File: config.mk
export PLATFORM = sky130hd
export DESIGN_NAME = alu_arbiter
export DESIGN_NICKNAME = d
export VERILOG_FILES = /design/src/rtl/alu_pkg.sv /design/src/rtl/rr_arb2.sv /design/src/rtl/alu_arbiter.sv
export SDC_FILE = /design/constraint.sdc
export NUM_CORES = 1
export LEC_CHECK = 0
export ABC_AREA = 1
export BUFFER_PORTS_ARGS = -buffer_cell sky130_fd_sc_hd__buf_2
export CORE_ASPECT_RATIO = 0.9
export CORE_MARGIN = 4
export CORE_UTILIZATION = 30
export CTS_CLUSTER_DIAMETER = 100
export DETAILED_ROUTE_END_ITERATION = 10
export SYNTH_ARGS = -nofsm -noshare
export SYNTH_HDL_FRONTEND = slang
export SYNTH_SLANG_ARGS = --single-unit
File: constraint.sdc
create_clock -name clk -period 3.29 [get_ports clk]
set_clock_uncertainty 0.2 [all_clocks]
set_input_delay 0.987 -clock clk [delete_from_list [all_inputs] [get_ports clk]]
set_output_delay 0.987 -clock clk [all_outputs]
set_load 0.01 [all_outputs]
File: src/rtl/alu_pkg.sv
// Shared opcode, functional-unit index and FSM state definitions for the ALU arbiter.
// Each opcode value equals the bit index of the unit it enables.
package alu_pkg;

  typedef enum logic [2:0] {
    OP_AND  = 3'b000,
    OP_OR   = 3'b001,
    OP_XOR  = 3'b010,
    OP_NOTA = 3'b011,
    OP_ADD  = 3'b100,
    OP_SUB  = 3'b101
  } alu_op_e;

  localparam int U_AND  = 0;
  localparam int U_OR   = 1;
  localparam int U_XOR  = 2;
  localparam int U_NOTA = 3;
  localparam int U_ADD  = 4;
  localparam int U_SUB  = 5;

  typedef enum logic [1:0] {
    ST_IDLE = 2'd0,
    ST_EXEC = 2'd1,
    ST_HOLD = 2'd2
  } alu_state_e;

  function automatic logic op_legal(input logic [2:0] op);
    return (op <= OP_SUB);
  endfunction

  function automatic int op_unit(input logic [2:0] op);
    case (op)
      OP_AND:  return U_AND;
      OP_OR:   return U_OR;
      OP_XOR:  return U_XOR;
      OP_NOTA: return U_NOTA;
      OP_ADD:  return U_ADD;
      OP_SUB:  return U_SUB;
      default: return 0;
    endcase
  endfunction

endpackage

File: src/rtl/rr_arb2.sv
// Two-way round-robin arbiter; grant is combinational from req_i and the pointer.
// The pointer moves to favour the other requester only when upd_i marks a taken grant.
module rr_arb2 (
  input  logic       clk,
  input  logic       rst,
  input  logic [1:0] req_i,
  input  logic       upd_i,
  output logic [1:0] gnt_o
);

  logic prio_q;
  logic prio_d;

  always_comb begin
    gnt_o = 2'b00;
    case (req_i)
      2'b01:   gnt_o = 2'b01;
      2'b10:   gnt_o = 2'b10;
      2'b11:   gnt_o = prio_q ? 2'b10 : 2'b01;
      default: gnt_o = 2'b00;
    endcase
  end

  // After serving requester 0, favour 1 next time, and vice versa.
  always_comb begin
    prio_d = prio_q;
    if (upd_i) prio_d = gnt_o[0];
  end

  always_ff @(posedge clk or posedge rst) begin
    if (rst) prio_q <= 1'b0;
    else     prio_q <= prio_d;
  end

endmodule

File: src/rtl/alu_arbiter.sv
// Arbitrates two requesters onto shared ALU units: accept, one EXEC cycle, then HOLD
// until rsp_ready; response appears two cycles after accept and stalls under backpressure.
module alu_arbiter
  import alu_pkg::*;
#(
  parameter int WIDTH  = 4,
  parameter int NUNITS = 6
) (
  input  logic              clk,
  input  logic              rst,
  input  logic [1:0]        req_valid,
  output logic [1:0]        req_ready,
  input  logic [2:0]        req0_op,
  input  logic [2:0]        req1_op,
  input  logic [WIDTH-1:0]  req0_a,
  input  logic [WIDTH-1:0]  req0_b,
  input  logic [WIDTH-1:0]  req1_a,
  input  logic [WIDTH-1:0]  req1_b,
  output logic [NUNITS-1:0] unit_en,
  output logic [WIDTH-1:0]  unit_a,
  output logic [WIDTH-1:0]  unit_b,
  input  logic [WIDTH-1:0]  unit_res,
  output logic              rsp_valid,
  input  logic              rsp_ready,
  output logic              rsp_id,
  output logic [WIDTH-1:0]  rsp_data,
  output logic              rsp_err
);

  alu_state_e       state_q, state_d;
  logic [2:0]       op_q;
  logic [WIDTH-1:0] a_q, b_q;
  logic             id_q;
  logic             rsp_id_q, rsp_err_q;
  logic [WIDTH-1:0] rsp_data_q;
  logic [1:0]       gnt;
  logic             accept;
  logic             exec_ok;

  rr_arb2 u_arb (
    .clk   (clk),
    .rst   (rst),
    .req_i (req_valid),
    .upd_i (accept),
    .gnt_o (gnt)
  );

  always_comb begin
    state_d   = state_q;
    req_ready = 2'b00;
    accept    = 1'b0;
    case (state_q)
      ST_IDLE: begin
        req_ready = gnt;
        accept    = |(req_valid & gnt);
        if (accept) state_d = ST_EXEC;
      end
      ST_EXEC: state_d = ST_HOLD;
      ST_HOLD: if (rsp_ready) state_d = ST_IDLE;
      default: state_d = ST_IDLE;
    endcase
  end

  // Illegal opcodes, or units beyond NUNITS, leave every enable low.
  always_comb begin
    exec_ok = op_legal(op_q) && (op_unit(op_q) < NUNITS);
    unit_en = '0;
    if (state_q == ST_EXEC && exec_ok) begin
      for (int u = 0; u < NUNITS; u++) begin
        if (u == op_unit(op_q)) unit_en[u] = 1'b1;
      end
    end
  end

  always_ff @(posedge clk or posedge rst) begin
    if (rst) begin
      state_q    <= ST_IDLE;
      op_q       <= 3'b000;
      a_q        <= '0;
      b_q        <= '0;
      id_q       <= 1'b0;
      rsp_id_q   <= 1'b0;
      rsp_data_q <= '0;
      rsp_err_q  <= 1'b0;
    end else begin
      state_q <= state_d;
      if (accept) begin
        id_q <= gnt[1];
        op_q <= gnt[1] ? req1_op : req0_op;
        a_q  <= gnt[1] ? req1_a  : req0_a;
        b_q  <= gnt[1] ? req1_b  : req0_b;
      end
      // unit_res is only trusted while a legal unit is enabled.
      if (state_q == ST_EXEC) begin
        rsp_id_q   <= id_q;
        rsp_data_q <= exec_ok ? unit_res : '0;
        rsp_err_q  <= !exec_ok;
      end
    end
  end

  assign unit_a    = a_q;
  assign unit_b    = b_q;
  assign rsp_valid = (state_q == ST_HOLD);
  assign rsp_id    = rsp_id_q;
  assign rsp_data  = rsp_data_q;
  assign rsp_err   = rsp_err_q;

endmodule

Word-level counts from Yosys, hierarchy flattened:

Index checks and enable logic that the tools add are counted.

* $lt $le $gt $ge: 2
* eq/ne operators: 17
* multiplexer cells: 20
* bitwise logic cells: 1
* reduce and logical (&&, ||, !) cells: 7

Operators by type and width (count)
* equality test 3 x 32 -> 1 bit (first input constant): 2
* equality test 4 x 32 -> 1 bit (first input constant): 2
* equality test 2 x 32 -> 1 bit (first input constant): 1
* zero test 32 bit: 1
* less-than comparator 32 x 4 -> 1 bit (second input constant): 1
* 2-to-1 mux 32 bit: 1
* case mux 3 bit (5 select lines): 1
* 2-to-1 mux 4 bit: 3
* case mux 2 bit (3 select lines): 2
* 2-to-1 mux 2 bit: 4
* 2-to-1 mux 1 bit: 7
* equality test 2 bit (second input constant): 3
* equality test 3 x 2 -> 1 bit (second input constant): 2
* equality test 3 bit (second input constant): 2
* 2-to-1 mux 6 bit: 1
* equality test 2 x 1 -> 1 bit (second input constant): 2
* equality test 3 x 1 -> 1 bit (second input constant): 1
* <= comparator 3 bit (second input constant): 1
* 2-to-1 mux 3 bit: 1
* bitwise AND 2 bit: 1
* logical AND 1 bit: 2
* zero test 2 bit: 1
* inequality test 2 x 1 -> 1 bit (second input constant): 1
* inequality test 2 bit (second input constant): 1
* other kinds (3): 3

* bits in registers: 21
* bits of input ports: 31
* output and inout bits: 23
* word-level logic and storage cells: 56

Longest topological paths before layout:

Gate-level depths: netlist of the first run.

* depth in word-level cells: 9
* gate-level depth with buffers: 7
* depth with buffers taken out: 6

Modules after synthesis:

From an unflattened synthesis of the first run, not the netlist that was laid out.

* cells, all modules: 161
* area total of the unflattened synthesis: 1147.4 µm²

By module, submodules not included
* alu_arbiter: times used 1, cells an instance 151, area an instance 1081.0 µm², sequential area each 500.5 µm²
* rr_arb2: times used 1, cells an instance 10, area an instance 66.3 µm², sequential area each 25.0 µm²

Least setup slack after synthesis of the first run:

Ideal clock, no wire load.

* kind: input to output
* from: input port req_valid[0]
* to: output port req_ready[1]
* data arrival time: 1479 ps
* required time: 2103 ps
* path slack: 624 ps
* stages on the path: 4
* buffers on the path: 1
* cell sequence: nand2_1 nand2_1 buf_4 nor2_1

* longest elaborated chain between the ends: 3
* elaborated cells on any way between the ends: 5
* those cells by class: eq/ne: 3; mux: 2

Ends and longest elaborated chain
* start, declared: RTL line alu_arbiter.sv:11 `input logic [1:0] req_valid,`
* equality test 2 bit or equality test 2 x 1 -> 1 bit (tied branches): RTL line rr_arb2.sv:16 `case (req_i)`
* case mux 2 bit (3 select lines) *: RTL line rr_arb2.sv:16
* 2-to-1 mux 2 bit *: RTL line alu_arbiter.sv:52 `case (state_q)`
* end, declared: RTL line alu_arbiter.sv:12 `output logic [1:0] req_ready,`

Every way passes the cells marked *; elsewhere a longest branch is shown, timed or not.

Worst setup path after layout of the first run:

* from: input port req_valid[1]
* to: output port req_ready[0]

Same word-level chain as after synthesis.

==> flow_summary_export.csv, run 1 <==
group,metric,value,unit
pwr,ir_worst_vdd,0.0003314,V
clock_tree,insertion_delay,0.26,ns
yosys,synthTopCellsByArea,"dfrtp_1 47%, nand2_1 18%, inv_1 10%",
yosys,synth_cells,155,
grt,grt_pass1_wl,4788,µm
finish,drive_gt1_frac,0.2967,
floorplan,core-area,0.003478,mm²
route,routedWlPerCell,11.01,µm
placement,gp_congestion,0.6760,
route,ant_nets,0,
worst_setup_path,reg2reg_depth,6,
worst_setup_path,worstPathArrival,1.60,ns
timing,worst_slack,0.5030,ns
timing,fin_crit,2.787,ns
worst_setup_path,crit_fanout,14,
yosys,syn_avg_cell_area,7.176,µm²
worst_setup_path,start_kind,"primary input",
route,drtPass1Iterations,4,
pwr,power_density,812.8,mW/mm²
route,drc,0,
pwr,finalPower,1.183,mW
placement,hpwl,2087,µm
grt,grt_max_degree,22,
floorplan,die_h,65.77,µm
floorplan,initial_core_util,0.3198,
finish,final_cell_mix,"53 x buf_2, 52 x nand2_1, 31 x inv_1",
clock_tree,postCtsSetupRepairBufs,0,
status,status,"completed",
worst_setup_path,worstPathCellList,"buf_2 > nand2_1 > nand4_1 > inv_1 > buf_2",
worst_setup_path,crit_buf_inv,3,
clock_tree,cts_sinks,21,
worst_setup_path,crit_type,"primary input to output port",
yosys,synth.largest_area_cell,"dfrtp_1",
clock_tree,cts-hold-fix-buffers,0,
clock_tree,cts-root-buf,"clkbuf_8",
hold_path,min_path_type,"flip-flop to flip-flop",
yosys,synth_cell_types,17,
placement,place_area,0.001410,mm²
finish,fin_cells,253,
worst_setup_path,rrSetupSlack,1.76,ns
timing,holdWs,0.2836,ns
yosys,yosysSeqAreaShare,0.4724,
floorplan,die_area,0.004747,mm²
worst_setup_path,critPathTopFamily,"buffers and inverters",
flow_run,cap_violations,0,
timing,slew_headroom,0.4707,
route,vias,1073,
timing,period_share,0.8471,
worst_setup_path,worstReg2RegStart,"state_q[1]",
yosys,syn-num-nets,186,
yosys,ys_ff_latch,21,
worst_setup_path,cp_num_cells,5,
floorplan,die_x,72.19,µm
finish,layout_commonest_cell,"buf_2",
grt,antenna_found_initial,0,
clock_tree,cts_buffers,3,
clock_tree,clk_pin_slew,0.08,ns
floorplan,pin_count,54,
clock_tree,cts_tree,"built",
timing,setup_tns,0,ns
finish,nNetsFinal,241,
yosys,yosys_warnings,0,
worst_setup_path,cpPeakStageDelay,0.25,ns
worst_setup_path,endpoint_kind,"output port",
route,wl,2786,µm
placement,place_inst,249,
placement,dpl_worst_slack,0.4933,ns
finish,syn_to_final_growth,30.82,%
finish,stdcell_area,0.001455,mm²
grt,grt_pass1_vias,1040,
grt,track_usage,0.1297,
clock_tree,ctsResizeCount,0,
finish,antenna_cells,0,
worst_setup_path,cp_common_cell,"buf_2",
route,post_drt_via_cell_ratio,4.241,
worst_setup_path,startpoint,"req_valid[1]",
clock_tree,cts.path.max_buffers,2,
timing,fmax,358.8,MHz
yosys,syn_area,0.001112,mm²
finish,fin_util,0.4183,
floorplan,rows,20,
timing,finalSetupViolCount,0,
worst_setup_path,cp.required,2.10,ns
timing,rsz0062_at_grt,"false",
placement,io_buffers,53,
yosys,synth_top_area_share,0.4724,
timing,slew_viol_final,0,
worst_setup_path,crit_slowest_cell,"buf_2",
hold_path,min-delay-start,"id_q",
clock_tree,htree_num_levels,1,
pwr,p_leak,0.9094,nW
timing,worst_pin_slew,0.7931,ns
timing,finalHoldViolations,0,
route,drt_iter0_markers,44,
grt,grt_overflow,0,
hold_path,hold_depth,2,
[final timing paths]
path,end
worst min-delay path,rsp_id
worst max-delay path,req_ready[0]
worst max register to register,id_q
max in group asynchronous,unit_b[2]
min in group asynchronous,unit_b[1]
worst min register to register,rsp_id
[registers in the layout, indices dropped and copies added (netlist names)]
register      count
rsp_data          4
unit_a            4
unit_b            4
op_q              3
state_q           2
id_q              1
rsp_err           1
rsp_id            1
u_arb.prio_q      1
[synth_stat cells]
library cell,instances
buf_6,2
nand3_1,23
or2_1,1
nor2_1,6
nand2_2,1
buf_4,1
o21a_1,1
buf_2,3
o21ai_0,7
nor3_1,2
nor2_4,1
nand4_1,1
dfrtp_1,21
inv_1,31
inv_2,1
nand2_1,52
nor4_1,1
[worst min-delay path, delay by kind of cell (launching register included)]
family | cells | cell delay (ns)
simple gates | 2 | 0.10
flops | 1 | 0.36
[routing by layer]
metal | up-vias | global-route usage | part of all wire
met5 | - | 0 | 0
met4 | 0 | 0.04225 | 0.011
met3 | 2 | 0.03364 | 0.061
met2 | 28 | 0.2011 | 0.46
met1 | 467 | 0.1747 | 0.47
li1 | 576 | - | -
[cells by family (layout without fill, tap and decap cells)]
group | count (synthesis) | after routing | synth area share
simple gates | 88 | 88 | 0.3408
buf+inv | 38 | 92 | 0.1485
flops | 21 | 21 | 0.4724
compound gates | 8 | 8 | 0.03824
[power by group]
part,internal [mW],switching (mW)
clock network,0.0863,0.0848
logic,0.211,0.340
registers,0.386,0.0737
[final cells by class]
| class | count | area (µm²) |
|---|---|---|
| Clock buffer | 4 | 45.04 |
| Fill cell | 385 | 2023 |
| Multi-Input combinational cell | 96 | 421.7 |
| Tap cell | 44 | 55.05 |
| Timing Repair Buffer | 56 | 287.8 |
| Inverter | 32 | 120.1 |
| Sequential cell | 21 | 525.5 |
(Power assumes the default switching activity.)
==> run 2, diff against run 1 <==
==> constraint.sdc (replaced) <==
create_clock -name clk -period 2.25 [get_ports clk]
set_clock_uncertainty 0.2 [all_clocks]
set_input_delay 0.675 -clock clk [delete_from_list [all_inputs] [get_ports clk]]
set_output_delay 0.675 -clock clk [all_outputs]
set_load 0.01 [all_outputs]
==> run 2 against run 1 <==
Effect of this change: non-clock buffer count grew 3; die area is the same; flip-flop and latch count is the same; first-iteration DRC count grew 4.5%; cell area grew 2.1%; sequential share of layout area shrank 0.68 points; sequential power grew 46%; highest routed layer unchanged.
==> flow_summary_export.csv, run 2 (synthesis gave the netlist of run 1 again) <==
group,metric,value,unit
status,status,"completed",
floorplan,die_area,0.004747,mm²
route,post_drt_via_cell_ratio,4.254,
timing,worst_slack,0.1020,ns
clock_tree,htree_num_levels,1,
placement,hpwl,2134,µm
clock_tree,cts_tree,"built",
timing,slew_headroom,0.7698,
floorplan,initial_core_util,0.3198,
worst_setup_path,endpoint_kind,"output port",
grt,track_usage,0.1253,
timing,period_share,0.9546,
clock_tree,insertion_delay,0.25,ns
clock_tree,cts_sinks,21,
finish,multi_input_comb_area,429.2,µm²
clock_tree,clk_pin_slew,0.07,ns
worst_setup_path,crit_slowest_cell,"dfrtp_2",
route,drtPass1Iterations,4,
flow_run,cap_violations,0,
finish,drive_gt1_frac,0.3302,
route,vias,1089,
finish,seq_area,526.8,µm²
grt,grt_max_degree,22,
pwr,power_density,1179,mW/mm²
grt,antenna_found_initial,0,
clock_tree,cts_buffers,3,
route,ant_nets,0,
route,wl,2836,µm
finish,antenna_cells,0,
floorplan,core-area,0.003478,mm²
placement,place_inst,251,
worst_setup_path,crit_buf_inv,1,
placement,io_buffers,53,
route,drc,0,
clock_tree,cts.path.max_buffers,2,
pwr,ir_worst_vdd,0.0004893,V
worst_setup_path,cpPeakStageDelay,0.45,ns
timing,finalHoldViolations,0,
timing,fmax,465.6,MHz
timing,worst_pin_slew,0.3444,ns
worst_setup_path,critPathTopFamily,"flip-flops",
worst_setup_path,worstPathArrival,1.27,ns
timing,slew_viol_final,0,
worst_setup_path,worstPathCellList,"or2_1 > nor3_1 > buf_2",
worst_setup_path,crit_fanout,6,
clock_tree,cts-hold-fix-buffers,0,
timing,holdWs,0.2361,ns
timing,fin_crit,2.148,ns
timing,finalSetupViolCount,0,
floorplan,pin_count,54,
worst_setup_path,start_kind,"flip-flop",
floorplan,rows,20,
floorplan,die_x,72.19,µm
placement,gp_congestion,0.6995,
finish,fillers,400,
route,drt_iter0_markers,46,
finish,nNetsFinal,244,
finish,fin_cells,256,
grt,grt_overflow,0,
timing,setup_tns,0,ns
finish,layout_commonest_cell,"buf_2",
worst_setup_path,cp.required,1.37,ns
finish,syn_to_final_growth,33.63,%
pwr,p_leak,0.9223,nW
placement,dpl_worst_slack,0.2016,ns
grt,grt_pass1_vias,1039,
clock_tree,cts-root-buf,"clkbuf_8",
timing,rsz0062_at_grt,"false",
worst_setup_path,crit_type,"flip-flop to output port",
route,routedWlPerCell,11.08,µm
hold_path,min_path_type,"primary input to async pin",
finish,final_cell_mix,"53 x buf_2, 51 x nand2_1, 29 x inv_1",
grt,grt_pass1_wl,4650,µm
floorplan,die_h,65.77,µm
finish,stdcell_area,0.001486,mm²
placement,place_area,0.001425,mm²
## run 2: cell count changes in the layout (fill, tap and decap cells not counted), sizes merged
cell | previous run | this run
buf | 56 | 59
## run 2: timing repair
action                                  4_1_cts  5_1_grt
resized for setup                             0        5
endpoints found under the setup margin        0        6
endpoints found under the hold margin         0        0
setup buffers                                 0        1
## run 2: stage by stage
step / total power [mW] / utilization
after CTS: 1.765 / 0.4227
after global routing: 1.936 / 0.4273
after floorplan: 1.229 / -
final: 1.753 / 0.4273
after global placement: 1.501 / 0.4097
after detailed placement: 1.517 / 0.4097
## run 2: final timing paths
path,start,cells past startpoint,endpoint,slack [ns]
worst max-delay path,op_q[1],3,unit_en[5],0.10
worst min-delay path,rst,3,unit_b[1],0.24
worst max register to register,state_q[0],6,id_q,0.71
worst min register to register,id_q,2,rsp_id,0.28
max in group asynchronous,rst,3,op_q[1],1.38
min in group clk,id_q,2,rsp_id,0.28
## run 2: tightest hold or removal path, cell delays in order
cell and delay, ns:
buf_2 0.09, inv_1 0.04, buf_4 0.27
## run 2: metal layers
metal | track usage | vias to the layer above | share of wire | wire [µm]
met5 | 0 | - | 0 | 0
met3 | 0.03670 | 2 | 0.049 | 139
met2 | 0.2011 | 22 | 0.48 | 1375
met1 | 0.1626 | 481 | 0.46 | 1291
met4 | 0.03521 | 0 | 0.011 | 30
li1 | - | 584 | - | -
## run 2: final cells by class
class / instances / area share
flip-flops and latches: 21 / 0.3544
multi-input cells: 96 / 0.2887
repair buffers: 59 / 0.2088
inverters: 32 / 0.08081
well taps: 44 / 0.03704
clock buffers: 4 / 0.03030
## run 2: where the power goes
| part | total [mW] | switching, mW | internal, mW |
|---|---|---|---|
| Sequential | 0.672 | 0.105 | 0.567 |
| Combinational | 0.841 | 0.514 | 0.327 |
| Clock | 0.239 | 0.114 | 0.126 |
